<file path="config.mk">
export PLATFORM = sky130hd
export DESIGN_NAME = riscv_multicycle_ctrl
export DESIGN_NICKNAME = d
export VERILOG_FILES = /design/src/rtl/riscv_multicycle_ctrl.sv
export SDC_FILE = /design/constraint.sdc
export NUM_CORES = 1
export LEC_CHECK = 0
export CORE_MARGIN = 3
export CORE_UTILIZATION = 43
export CTS_BUF_LIST = sky130_fd_sc_hd__clkbuf_4
export DETAILED_ROUTE_END_ITERATION = 7
export PLACE_DENSITY = 0.87
export REMOVE_ABC_BUFFERS = 1
export SLEW_MARGIN = 5
export SYNTH_ARGS = -nofsm -noshare
export SYNTH_HDL_FRONTEND = slang
export SYNTH_SLANG_ARGS = --single-unit
</file>
<file path="constraint.sdc">
create_clock -name i_clk -period 2.85 [get_ports i_clk]
set_input_delay 0.4275 -clock i_clk [delete_from_list [all_inputs] [get_ports i_clk]]
set_output_delay 0.4275 -clock i_clk [all_outputs]
set_load 0.05 [all_outputs]
</file>
<file path="src/rtl/riscv_multicycle_ctrl.sv">
// riscv_multicycle_ctrl: Moore sequencer for the multicycle RV32I datapath.
// Steps the shared ALU and unified memory port, with an optional memory wait handshake.
module riscv_multicycle_ctrl #(
   parameter bit USE_MEM_READY = 1'b1
) (
   input  logic       i_clk,
   input  logic       i_reset,
   input  logic [6:0] i_op,
   input  logic [2:0] i_funct3,
   input  logic       i_funct7b5,
   input  logic       i_zero,
   input  logic       i_mem_ready,
   output logic       o_pc_write,
   output logic       o_adr_src,
   output logic       o_mem_write,
   output logic       o_ir_write,
   output logic [1:0] o_result_src,
   output logic [1:0] o_alu_src_a,
   output logic [1:0] o_alu_src_b,
   output logic [1:0] o_imm_src,
   output logic [2:0] o_alu_control,
   output logic       o_reg_write,
   output logic       o_illegal_op,
   output logic [3:0] o_state_dbg
);
   typedef enum logic [3:0] {
      S_FETCH    = 4'd0,
      S_DECODE   = 4'd1,
      S_MEMADR   = 4'd2,
      S_MEMREAD  = 4'd3,
      S_MEMWB    = 4'd4,
      S_MEMWRITE = 4'd5,
      S_EXECR    = 4'd6,
      S_EXECI    = 4'd7,
      S_ALUWB    = 4'd8,
      S_BEQ      = 4'd9,
      S_JAL      = 4'd10
   } state_t;

   localparam logic [6:0] OP_LW  = 7'b0000011;
   localparam logic [6:0] OP_SW  = 7'b0100011;
   localparam logic [6:0] OP_R   = 7'b0110011;
   localparam logic [6:0] OP_I   = 7'b0010011;
   localparam logic [6:0] OP_BEQ = 7'b1100011;
   localparam logic [6:0] OP_JAL = 7'b1101111;

   state_t     r_state;
   state_t     w_next;
   logic       w_rdy;
   logic       w_pc_write;
   logic       w_adr_src;
   logic       w_mem_write;
   logic       w_ir_write;
   logic [1:0] w_result_src;
   logic [1:0] w_alu_src_a;
   logic [1:0] w_alu_src_b;
   logic [2:0] w_alu_control;
   logic       w_reg_write;
   logic       w_illegal_op;

   // op[5] separates R-type from I-type so that addi never turns into a subtract
   function automatic logic [2:0] alu_decode(input logic [2:0] f3, input logic f7b5, input logic op5);
      case (f3)
         3'b000:  alu_decode = (f7b5 & op5) ? 3'b001 : 3'b000;
         3'b010:  alu_decode = 3'b101;
         3'b110:  alu_decode = 3'b011;
         3'b111:  alu_decode = 3'b010;
         default: alu_decode = 3'b000;
      endcase
   endfunction

   function automatic logic [1:0] imm_decode(input logic [6:0] op);
      case (op)
         OP_SW:   imm_decode = 2'b01;
         OP_BEQ:  imm_decode = 2'b10;
         OP_JAL:  imm_decode = 2'b11;
         default: imm_decode = 2'b00;
      endcase
   endfunction

   assign w_rdy = i_mem_ready | ~USE_MEM_READY;

   // State register
   always_ff @(posedge i_clk or posedge i_reset) begin
      if (i_reset) begin
         r_state <= S_FETCH;
      end else begin
         r_state <= w_next;
      end
   end

   // Next-state and per-state control decode
   always_comb begin
      w_next        = r_state;
      w_pc_write    = 1'b0;
      w_adr_src     = 1'b0;
      w_mem_write   = 1'b0;
      w_ir_write    = 1'b0;
      w_result_src  = 2'b00;
      w_alu_src_a   = 2'b00;
      w_alu_src_b   = 2'b00;
      w_alu_control = 3'b000;
      w_reg_write   = 1'b0;
      w_illegal_op  = 1'b0;
      case (r_state)
         S_FETCH: begin
            w_alu_src_b  = 2'b10;
            w_result_src = 2'b10;
            w_ir_write   = w_rdy;
            w_pc_write   = w_rdy;
            w_next       = w_rdy ? S_DECODE : S_FETCH;
         end
         S_DECODE: begin
            w_alu_src_a = 2'b01;
            w_alu_src_b = 2'b01;
            case (i_op)
               OP_LW, OP_SW: w_next = S_MEMADR;
               OP_R:         w_next = S_EXECR;
               OP_I:         w_next = S_EXECI;
               OP_BEQ:       w_next = S_BEQ;
               OP_JAL:       w_next = S_JAL;
               default: begin
                  w_next       = S_FETCH;
                  w_illegal_op = 1'b1;
               end
            endcase
         end
         S_MEMADR: begin
            w_alu_src_a = 2'b10;
            w_alu_src_b = 2'b01;
            w_next      = (i_op == OP_LW) ? S_MEMREAD : S_MEMWRITE;
         end
         S_MEMREAD: begin
            w_adr_src = 1'b1;
            w_next    = w_rdy ? S_MEMWB : S_MEMREAD;
         end
         S_MEMWB: begin
            w_result_src = 2'b01;
            w_reg_write  = 1'b1;
            w_next       = S_FETCH;
         end
         S_MEMWRITE: begin
            w_adr_src   = 1'b1;
            w_mem_write = 1'b1;
            w_next      = w_rdy ? S_FETCH : S_MEMWRITE;
         end
         S_EXECR: begin
            w_alu_src_a   = 2'b10;
            w_alu_control = alu_decode(i_funct3, i_funct7b5, i_op[5]);
            w_next        = S_ALUWB;
         end
         S_EXECI: begin
            w_alu_src_a   = 2'b10;
            w_alu_src_b   = 2'b01;
            w_alu_control = alu_decode(i_funct3, i_funct7b5, i_op[5]);
            w_next        = S_ALUWB;
         end
         S_ALUWB: begin
            w_reg_write = 1'b1;
            w_next      = S_FETCH;
         end
         S_BEQ: begin
            w_alu_src_a   = 2'b10;
            w_alu_control = 3'b001;
            w_pc_write    = i_zero;
            w_next        = S_FETCH;
         end
         S_JAL: begin
            w_alu_src_a = 2'b01;
            w_alu_src_b = 2'b10;
            w_pc_write  = 1'b1;
            w_next      = S_ALUWB;
         end
         default: begin
            w_next = S_FETCH;
         end
      endcase
   end

   // Reset forces every enable and select low without waiting for a clock edge
   assign o_pc_write    = i_reset ? 1'b0  : w_pc_write;
   assign o_adr_src     = i_reset ? 1'b0  : w_adr_src;
   assign o_mem_write   = i_reset ? 1'b0  : w_mem_write;
   assign o_ir_write    = i_reset ? 1'b0  : w_ir_write;
   assign o_result_src  = i_reset ? 2'b00 : w_result_src;
   assign o_alu_src_a   = i_reset ? 2'b00 : w_alu_src_a;
   assign o_alu_src_b   = i_reset ? 2'b00 : w_alu_src_b;
   assign o_imm_src     = i_reset ? 2'b00 : imm_decode(i_op);
   assign o_alu_control = i_reset ? 3'b000 : w_alu_control;
   assign o_reg_write   = i_reset ? 1'b0  : w_reg_write;
   assign o_illegal_op  = i_reset ? 1'b0  : w_illegal_op;
   assign o_state_dbg   = r_state;

endmodule
</file>
; Word level (Yosys, flattened, before mapping)
; Index checks and enable logic that the tools add are counted.
[word_totals]
ff_bits = 4
input_bits = 15
output_inout_bits = 21
elab_cells = 64
[op_classes]
eq_ne = 19
n_mux = 31
bitwise_logic = 1
n_reduce_logical = 12
[op_table]
columns = cell, n
row1 = $pmux 4 s6, 1
row2 = $pmux 4 s5, 1
row3 = $eq 4x3->1 const B, 4
row4 = $eq 7x6->1 const B, 2
row5 = $eq 7x7->1 const B, 2
row6 = $mux 1, 14
row7 = $eq 4x4->1 const B, 3
row8 = $mux 3, 4
row9 = $pmux 2 s2, 3
row10 = $pmux 3 s4, 1
row11 = $reduce_or 2->1, 6
row12 = $eq 4x2->1 const B, 2
row13 = $mux 2, 4
row14 = $eq 7x2->1 const B, 1
row15 = $eq 7x5->1 const B, 1
row16 = $eq 3x3->1 const B, 2
row17 = $pmux 2 s3, 1
row18 = $pmux 3 s2, 1
row19 = $reduce_or 3->1, 2
row20 = $reduce_or 6->1, 1
row21 = $eq 4x1->1 const B, 1
row22 = $logic_not 4->1, 1
row23 = $reduce_or 4->1, 1
row24 = $eq 3x2->1 const B, 1
row25 = 3 further kinds, 3

; Longest topological paths before layout
; Gate-level depths: netlist of run 1.
[depth]
depth_word = 5
ltp_mapped = 5
mapped_depth_nobuf = 3

; Worst setup path after synthesis of run 1
; OpenSTA, ideal clock, no wires.
[synth_timing]
path_kind = register to output
startpoint = reg r_state[2], in the netlist o_state_dbg[2]
endpoint = out o_alu_src_b[1]
arrival_ns = 2.534
required_ns = 2.423
slack_ns = -0.111
stages_incl_launch_ff = 4
n_path_buf = 2
cell_sequence = dfrtp_1 -> buf_2 -> buf_2 -> nor4_1
[synth_via]
elab_chain_cells = 4
word_cells_on_any_way = 9
cone_classes = 4 x eq/ne / 2 x mux / 3 x reduce/logical
[synth_rtl]
columns = element, line_no
row1 = "start, declared", 47  ; state_t r_state;
row2 = "start signal, assigned", 88  ; r_state <= w_next;
row3 = $eq 4x3->1 (tied with other cells), 105  ; case (r_state)
row4 = $reduce_or 3->1 (no source line) or $reduce_or 2->1 (tied branches), --
row5 = $pmux 2 s2 *, 105
row6 = $mux 2 *, 187  ; assign o_alu_src_b = i_reset ? 2'b00 : w_alu_src_b;
row7 = "end, declared", 19  ; output logic [1:0] o_alu_src_b,
; Mark *: on every way between the ends. The rest lies on a longest branch, timed or not.

; Final worst setup path of run 1
[layout_timing]
startpoint = in i_op[2]
endpoint = out o_imm_src[0]
[layout_via]
elab_chain_cells = 3
word_cells_on_any_way = 5
cone_classes = 3 x eq/ne / 2 x mux
[layout_rtl]
columns = element, line_no
row1 = "start, declared", 8  ; input logic [6:0] i_op,
row2 = $eq 7x7->1 or $eq 7x6->1 (tied branches), 73  ; case (op)
row3 = $pmux 2 s3 *, 73
row4 = $mux 2 *, 188  ; assign o_imm_src = i_reset ? 2'b00 : imm_decode(i_op);
row5 = "end, declared", 20  ; output logic [1:0] o_imm_src,
; Marked as above.

==> impl_metrics.env, run 1 <==
export IMPL_outcome="complete, no violations"
export IMPL_synth_top_area_share_pct=15.1
export IMPL_rsz0062_at_grt="false"
export IMPL_vias=825
export IMPL_r2r_slack_ns=1.16
export IMPL_switching_share_pct=40.5
export IMPL_finClkSkew_ns=0.00200
export IMPL_cts_buffers=3
export IMPL_dieHeight_um=45.3
export IMPL_area_delta_synth_final_pct=64.8
export IMPL_via_per_inst=6.07
export IMPL_p_leak_nw=0.441
export IMPL_grt_antenna_before_repair=0
export IMPL_comb_power_share_pct=49.8
export IMPL_hpwlAfterDp_um=1630
export IMPL_diodes=0
export IMPL_cts_max_level=1
export IMPL_synth_ff_type="dfrtp_1"
export IMPL_first_global_vias=825
export IMPL_drt_initial_drc_count=8
export IMPL_vdd_drop_max_mv=0.177
export IMPL_synth_cells_most_frequent="nor2_1, inv_1"
export IMPL_finalHoldViolations=0
export IMPL_end_kind="output port"
export IMPL_synth_area_leaders="dfrtp_1, nor2_1, inv_1"
export IMPL_coreArea_um2=1370
export IMPL_synth_async_reset_ratio_pct=100
export IMPL_wl_per_cell_um=15.5
export IMPL_arrival_ns=1.99
export IMPL_reg2reg_depth=3
export IMPL_ys_seq_area_share_pct=15.1
export IMPL_grt_pass1_wl_um=3520
export IMPL_start_kind="input pin"
export IMPL_maxCapViolCount=0
export IMPL_relSlewSlack_pct=55.9
export IMPL_multiInputGateArea_um2=483
export IMPL_initial_core_util_pct=48.6
export IMPL_ys_ff_latch=4
export IMPL_nNetsFinal=138
export IMPL_p_per_area_nw_per_um2=259
export IMPL_grt_overflow=0
export IMPL_drc=0
export IMPL_clk_path_buf_depth=2
export IMPL_slew_viol_final=0
export IMPL_fillers=106
export IMPL_largest_reg_flops=4
export IMPL_post_cts_resized=0
export IMPL_area_sequential_um2=100
export IMPL_io_buffers=35
export IMPL_clkTransAtPathRegs_ns=0.04
export IMPL_timing_rr_start="o_state_dbg[0]"
export IMPL_ant_nets=0
export IMPL_final_setup_viol_count=0
export IMPL_crit_path_max_fanout=4
export IMPL_design_die_area_um2=2050
export IMPL_synth_warnings=0
export IMPL_finish_utilization_pct=80.1
export IMPL_required_ns=2.42
export IMPL_synth_edf_count=0
export IMPL_min_period_ns=2.42
export IMPL_synth_cell_area_um2=664
export IMPL_grt_max_degree=20
export IMPL_ioPinCount=36
export IMPL_root_buffer="clkbuf_4"
export IMPL_p_clk_share_pct=25.7
export IMPL_syn_instance_count=90
export IMPL_startpoint="i_op[2]"
export IMPL_max_freq_mhz=413
export IMPL_grt_total_usage_pct=23.0
export IMPL_synth_distinct_cells=43
export IMPL_r2r_end="o_state_dbg[2]"
export IMPL_globalplace_congestion=0.912
export IMPL_worst_pin_slew_ns=0.661
export IMPL_synth_most_common_cell="nor2_1"
export IMPL_postCtsSetupBuffers=0
export IMPL_period_share_pct=84.9
export IMPL_first_pass_iters=4
export IMPL_crit_type="in -> out"
export IMPL_seqPwrFrac_pct=24.5
export IMPL_hold_slack_ns=0.634
export IMPL_p_int_w=0.000169
export IMPL_cts_tree="yes"
export IMPL_clkLatencyLatePin_ns=0.23
export IMPL_cts_sinks=4
export IMPL_p_switching_w=0.000115
export IMPL_rows=13
export IMPL_fp_dieW_um=45.3
export IMPL_drive_gt1_share_pct=23.1
export IMPL_synth_top_area_cell="dfrtp_1"
export IMPL_drt_total_wl_um=2110
export IMPL_ctsHoldBuffers=0
export IMPL_syn_avg_cell_area_um2=7.38
export IMPL_hp_class="in -> async"
-- through the flow --
stage / TNS, ns / power (W) / area [µm²] / cells / setup slack (ns)
after floorplan: -0.0741 / 0.000143 / 613 / 82 / -0.0741
after global placement: 0 / 0.000208 / 1070 / 133 / 0.474
after detailed placement: 0 / 0.000211 / 1070 / 133 / 0.430
after CTS: 0 / 0.000284 / 1090 / 136 / 0.427
after global routing: 0 / 0.000298 / 1090 / 136 / 0.335
final: 0 / 0.000284 / 1090 / 136 / 0.431
-- final cells by class --
type | count | share of cell area, %
clock buffers | 3 | 2.06
inverters | 8 | 2.74
multi-input cells | 70 | 44.1
flip-flops and latches | 4 | 9.14
well taps | 15 | 1.71
repair buffers | 36 | 40.2
-- how the worst max path moves through the flow --
stage	to	slack, ns	cells after the start
floorplan	o_alu_src_b[1]	-0.07	2
global placement	o_alu_control[0]	0.47	5
detailed placement	o_imm_src[0]	0.43	5
CTS	o_imm_src[0]	0.43	5
global route	o_alu_control[2]	0.33	4
finish	o_imm_src[0]	0.43	5
-- worst max-delay path, cell delays in order --
cell and delay, ns:
clkdlybuf4s50_1 0.45, and4bb_2 0.36, nand2_1 0.12, a2111oi_2 0.44
buf_12 0.20
-- layout by cell type, fill, tap and decap left out, types with 2 or more instances in the layout --
cell type,instances
a21oi_1,5
a32oi_1,2
and2_1,4
and3b_1,2
and4_1,2
buf_12,10
buf_4,8
clkbuf_4,3
clkdlybuf4s50_1,18
dfrtp_1,4
inv_1,7
nand2_1,5
nand3_1,4
nor2_1,8
nor2b_1,3
nor3_1,5
o32ai_1,2
xnor2_1,2
xor2_1,2
-- per-layer routing --
metal | up-vias | wire length (µm) | GRT usage, %
met5 | - | 0 | 0
met1 | 375 | 850 | 28.0
met3 | 6 | 149 | 0.797
met4 | 0 | 55 | 11.7
li1 | 401 | - | -
met2 | 43 | 1050 | 40.7
-- power groups by stage --
stage | registers (W) | logic, W | clock network (W)
finish | 0.0000695 | 0.000141 | 0.0000730
global route | 0.0000702 | 0.000151 | 0.0000773
CTS | 0.0000692 | 0.000141 | 0.0000732
detailed placement | 0.0000700 | 0.000141 | 0
global placement | 0.0000696 | 0.000138 | 0
floorplan | 0.0000748 | 0.0000680 | 0
-- logic make-up after synthesis --
logic type             count (synthesis)  synth area share, %
buffers and inverters                 16                 12.2
AND/OR/NAND/NOR                       45                 42.0
AO/OA/AOI/OAI                         20                 23.9
multiplexers                           1                 1.51
flip-flops                             4                 15.1
XOR/XNOR                               4                 5.27
(Power assumes the default switching activity.)
==> run 2: changes to the inputs <==
--- a/config.mk
+++ b/config.mk
@@ -6,10 +6,10 @@
 export NUM_CORES = 1
 export LEC_CHECK = 0
 export CORE_MARGIN = 3
-export CORE_UTILIZATION = 43
+export CORE_UTILIZATION = 40
 export CTS_BUF_LIST = sky130_fd_sc_hd__clkbuf_4
 export DETAILED_ROUTE_END_ITERATION = 7
-export PLACE_DENSITY = 0.87
+export PLACE_DENSITY = 0.82
 export REMOVE_ABC_BUFFERS = 1
 export SLEW_MARGIN = 5
 export SYNTH_ARGS = -nofsm -noshare
==> constraint.sdc (replaced) <==
create_clock -name i_clk -period 2.5 [get_ports i_clk]
set_input_delay 0.375 -clock i_clk [delete_from_list [all_inputs] [get_ports i_clk]]
set_output_delay 0.375 -clock i_clk [all_outputs]
set_load 0.05 [all_outputs]
==> run 2 against run 1 <==
Net effect:
- flip-flop and latch count unchanged
- cell area increased by 10%
- critical path depth decreased by 1
- die area increased by 6.5%
- sequential power increased by 14%
- routed wire length about the same
- first-iteration DRC count increased by 75%
- core utilization decreased by 1.9 points
- non-clock buffer count increased by 3
- worst hold slack improved by 0.081 ns
- global-route usage decreased by 1.0 points
==> impl_metrics.env, run 2 (synthesis gave the netlist of run 1 again) <==
export IMPL_slew_viol_final=0
export IMPL_grt_overflow=0
export IMPL_largest_reg_flops=4
export IMPL_final_setup_viol_count=0
export IMPL_area_delta_synth_final_pct=81.5
export IMPL_relSlewSlack_pct=54.6
export IMPL_drive_gt1_share_pct=25.0
export IMPL_cts_max_level=1
export IMPL_via_per_inst=5.91
export IMPL_crit_path_max_fanout=19
export IMPL_rows=14
export IMPL_design_die_area_um2=2190
export IMPL_cts_sinks=4
export IMPL_grt_max_degree=20
export IMPL_final_cells=140
export IMPL_post_place_ws_ns=0.180
export IMPL_coreArea_um2=1540
export IMPL_hold_slack_ns=0.715
export IMPL_mostFrequentLayoutCells="clkdlybuf4s50_1, buf_12, nor2_1"
export IMPL_drt_initial_drc_count=14
export IMPL_dieHeight_um=46.8
export IMPL_initial_core_util_pct=43.1
export IMPL_fin_ws_ns=0.166
export IMPL_ctsHoldBuffers=0
export IMPL_wl_per_cell_um=15.1
export IMPL_nNetsFinal=141
export IMPL_globalplace_congestion=0.893
export IMPL_vias=827
export IMPL_min_period_ns=2.33
export IMPL_rsz0062_at_grt="false"
export IMPL_p_leak_nw=0.477
export IMPL_grt_pass1_wl_um=3350
export IMPL_timing_rr_start="o_state_dbg[1]"
export IMPL_clkTransAtPathRegs_ns=0.04
export IMPL_post_cts_resized=0
export IMPL_cts_buffers=3
export IMPL_final_common_cell="clkdlybuf4s50_1"
export IMPL_ioPinCount=36
export IMPL_postCtsSetupBuffers=0
export IMPL_start_kind="flip-flop"
export IMPL_hp_class="in -> async"
export IMPL_clkLatencyLatePin_ns=0.23
export IMPL_drt_total_wl_um=2110
export IMPL_cts_tree="yes"
export IMPL_io_buffers=35
export IMPL_finClkSkew_ns=0.00578
export IMPL_outcome="complete, no violations"
export IMPL_end_kind="output port"
export IMPL_worst_pin_slew_ns=0.682
export IMPL_dpl_cell_count=137
export IMPL_root_buffer="clkbuf_4"
export IMPL_first_pass_iters=4
export IMPL_setup_tns_ns=0
export IMPL_first_global_vias=749
export IMPL_maxCapViolCount=0
export IMPL_required_ns=2.12
export IMPL_grt_total_usage_pct=22.0
export IMPL_finalPower_w=0.000335
export IMPL_diodes=0
export IMPL_finalHoldViolations=0
export IMPL_reg2reg_depth=3
export IMPL_fp_dieW_um=46.8
export IMPL_p_per_area_nw_per_um2=278
export IMPL_grt_antenna_before_repair=0
export IMPL_clk_path_buf_depth=2
export IMPL_max_freq_mhz=428
export IMPL_vdd_drop_max_mv=0.287
export IMPL_crit_type="reg -> out"
export IMPL_period_share_pct=93.4
export IMPL_hpwlAfterDp_um=1710
export IMPL_r2r_slack_ns=0.94
export IMPL_ant_nets=0
export IMPL_drc=0
export IMPL_arrival_ns=1.96
export IMPL_r2r_end="o_state_dbg[2]"
-- run 2: changes by cell type in the layout (fill, tap and decap cells not counted), sizes merged --
cell and change:
buf +3
-- run 2: final cells by class --
class	instances	area (µm²)
inverter	8	30.0
clock buffer	3	22.5
timing repair buffer	39	551
multi-input combinational	70	483
sequential	4	100
tap	16	20.0
fill	96	335
-- run 2: worst max path at each step --
stage | slack [ns] | endpoint | cells past startpoint | from
2_1_floorplan | -0.37 | o_alu_src_b[1] | 2 | o_state_dbg[3]
3_3_place_gp | 0.24 | o_imm_src[0] | 5 | i_op[2]
3_5_place_dp | 0.18 | o_imm_src[0] | 5 | i_op[2]
4_1_cts | 0.18 | o_alu_control[0] | 4 | o_state_dbg[2]
5_1_grt | 0.04 | o_alu_control[2] | 4 | o_state_dbg[2]
6_report | 0.17 | o_alu_control[0] | 4 | o_state_dbg[2]
-- run 2: per-layer routing --
| layer | part of all wire (%) | vias up | GRT usage [%] |
|---|---|---|---|
| li1 | - | 403 | - |
| met1 | 38 | 378 | 27.1 |
| met2 | 54 | 42 | 37.6 |
| met3 | 7.4 | 4 | 5.75 |
| met4 | 0.81 | 0 | 6.63 |
| met5 | 0 | - | 0 |
-- run 2: stage by stage --
stage / util [%] / instance area [µm²]
final: 78.2 / 1210
after global routing: 78.2 / 1210
after CTS: 78.2 / 1210
after detailed placement: 76.8 / 1180
after global placement: 76.8 / 1180
after floorplan: - / 613
-- run 2: power by group --
group          total [W]  switching, W  internal [W]  leakage [nW]
combinational   0.000178     0.0000929     0.0000853         0.410
sequential     0.0000793     0.0000119     0.0000674        0.0539
clock          0.0000773     0.0000238     0.0000535        0.0138
-- run 2: critical path: stages (launching register included) --
cell and delay, ns:
dfrtp_1 0.77, nand2b_1 0.19, a2111o_1 0.32, a21oi_1 0.26
buf_12 0.18
==> run 3: changes to the inputs <==
--- a/config.mk
+++ b/config.mk
@@ -9,7 +9,8 @@
 export CORE_UTILIZATION = 40
 export CTS_BUF_LIST = sky130_fd_sc_hd__clkbuf_4
 export DETAILED_ROUTE_END_ITERATION = 7
-export PLACE_DENSITY = 0.82
+export GPL_ROUTABILITY_DRIVEN = 0
+export PLACE_DENSITY = 0.91
 export REMOVE_ABC_BUFFERS = 1
 export SLEW_MARGIN = 5
 export SYNTH_ARGS = -nofsm -noshare
==> run 3 against run 2 <==
Net effect:
- sequential power about the same
- power is 0.99% higher
- clock skew rose by 0.0022 ns
- final cell count down 0.71%
- fmax is 1.1% lower
- core utilization fell by 0.49 points
- register-to-register slack hardly changed
- combinational power is essentially flat
- die area unchanged
- cell area shrank 0.62%
- routed wire length rose by 0.52%
- non-clock buffer count is 1 lower
- largest cell class unchanged
==> impl_metrics.env, run 3 (synthesis gave the netlist of run 1 again) <==
export IMPL_hold_slack_ns=0.513
export IMPL_drt_total_wl_um=2120
export IMPL_grt_total_usage_pct=20.7
export IMPL_clkTransAtPathRegs_ns=0.04
export IMPL_ant_nets=0
export IMPL_required_ns=2.12
export IMPL_initial_core_util_pct=43.1
export IMPL_final_cells=139
export IMPL_grt_overflow=0
export IMPL_largest_reg_flops=4
export IMPL_grt_pass1_wl_um=3260
export IMPL_finalPower_w=0.000338
export IMPL_maxCapViolCount=0
export IMPL_final_setup_viol_count=0
export IMPL_r2r_slack_ns=0.95
export IMPL_nNetsFinal=140
export IMPL_arrival_ns=1.98
export IMPL_design_die_area_um2=2190
export IMPL_end_kind="output port"
export IMPL_postCtsSetupBuffers=0
export IMPL_fillers=99
export IMPL_slew_viol_final=0
export IMPL_hpwlAfterDp_um=1660
export IMPL_via_per_inst=6.04
export IMPL_rows=14
export IMPL_placed_area_um2=1180
export IMPL_worst_pin_slew_ns=0.658
export IMPL_finalHoldViolations=0
export IMPL_crit_path_max_fanout=19
export IMPL_p_switching_w=0.000132
export IMPL_mostFrequentLayoutCells="clkdlybuf4s50_1, buf_12, nor2_1"
export IMPL_diodes=0
export IMPL_dieHeight_um=46.8
export IMPL_clk_path_buf_depth=2
export IMPL_period_share_pct=94.4
export IMPL_grt_antenna_before_repair=0
export IMPL_ioPinCount=36
export IMPL_clkLatencyLatePin_ns=0.24
export IMPL_design_area_um2=1200
export IMPL_coreArea_um2=1540
export IMPL_p_per_area_nw_per_um2=282
export IMPL_min_period_ns=2.36
export IMPL_seqPwrFrac_pct=23.4
export IMPL_reg2reg_depth=3
export IMPL_relSlewSlack_pct=56.1
export IMPL_wl_per_cell_um=15.2
export IMPL_post_cts_resized=0
export IMPL_start_kind="flip-flop"
export IMPL_cts_sinks=4
export IMPL_p_int_w=0.000206
export IMPL_grt_max_degree=20
export IMPL_crit_type="reg -> out"
export IMPL_cts_buffers=3
export IMPL_cts_max_level=1
export IMPL_drc=0
export IMPL_setup_tns_ns=0
export IMPL_outcome="complete, no violations"
export IMPL_p_clk_share_pct=23.7
export IMPL_first_global_vias=775
export IMPL_dpl_cell_count=136
export IMPL_root_buffer="clkbuf_4"
export IMPL_vias=839
export IMPL_finClkSkew_ns=0.00799
export IMPL_cts_tree="yes"
export IMPL_final_common_cell="clkdlybuf4s50_1"
export IMPL_max_freq_mhz=424
export IMPL_drt_initial_drc_count=12
export IMPL_io_buffers=35
export IMPL_vdd_drop_max_mv=0.260
export IMPL_fp_dieW_um=46.8
export IMPL_rsz0062_at_grt="false"
export IMPL_switching_share_pct=39.0
export IMPL_p_leak_nw=0.472
export IMPL_first_pass_iters=4
export IMPL_hp_class="in -> async"
export IMPL_ctsHoldBuffers=0
export IMPL_drive_gt1_share_pct=24.4
export IMPL_area_delta_synth_final_pct=80.4
export IMPL_comb_power_share_pct=52.8
==> run 3: cell count changes in the layout (fill, tap and decap cells not counted) <==
cell   previous run  this run
buf_4             4         3
==> run 3: layout make-up <==
type	instances	area [µm²]	area share [%]
inverters	8	30.0	2.51
well taps	16	20.0	1.67
repair buffers	38	543	45.3
multi-input cells	70	483	40.3
clock buffers	3	22.5	1.88
flip-flops and latches	4	100	8.35
==> run 3: per-layer routing <==
layer,wire length [µm],vias up,global-route usage (%)
met5,0,-,0
met1,799,384,22.5
met3,219,8,2.68
met2,1050,49,37.9
met4,51,0,12.2
li1,-,398,-
==> run 3: final timing paths <==
check | from | endpoint
min reg2reg | o_state_dbg[0] | o_state_dbg[1]
min | i_reset | o_state_dbg[3]
max | o_state_dbg[2] | o_alu_control[2]
min in group i_clk | o_state_dbg[0] | o_state_dbg[1]
max in group asynchronous | i_reset | o_state_dbg[0]
max reg2reg | o_state_dbg[1] | o_state_dbg[2]
==> run 3: worst max-delay path: stages, from the launching register on <==
cell and delay (ns):
dfrtp_1 0.75, nor3b_1 0.33, nand3_1 0.15, nor3_1 0.34, buf_12 0.19
==> run 3: stage by stage <==
step | util [%] | setup WS (ns)
after floorplan | - | -0.372
after global placement | 76.3 | 0.240
after detailed placement | 76.3 | 0.208
after CTS | 77.8 | 0.141
after global routing | 77.8 | 0.0400
final | 77.8 | 0.141
==> run 3: power by group through the flow <==
stage / clock network, W / registers [W] / logic [W]
floorplan: 0 / 0.0000853 / 0.0000775
global placement: 0 / 0.0000793 / 0.000173
detailed placement: 0 / 0.0000799 / 0.000179
CTS: 0.0000830 / 0.0000790 / 0.000179
global route: 0.0000864 / 0.0000805 / 0.000189
finish: 0.0000803 / 0.0000791 / 0.000179
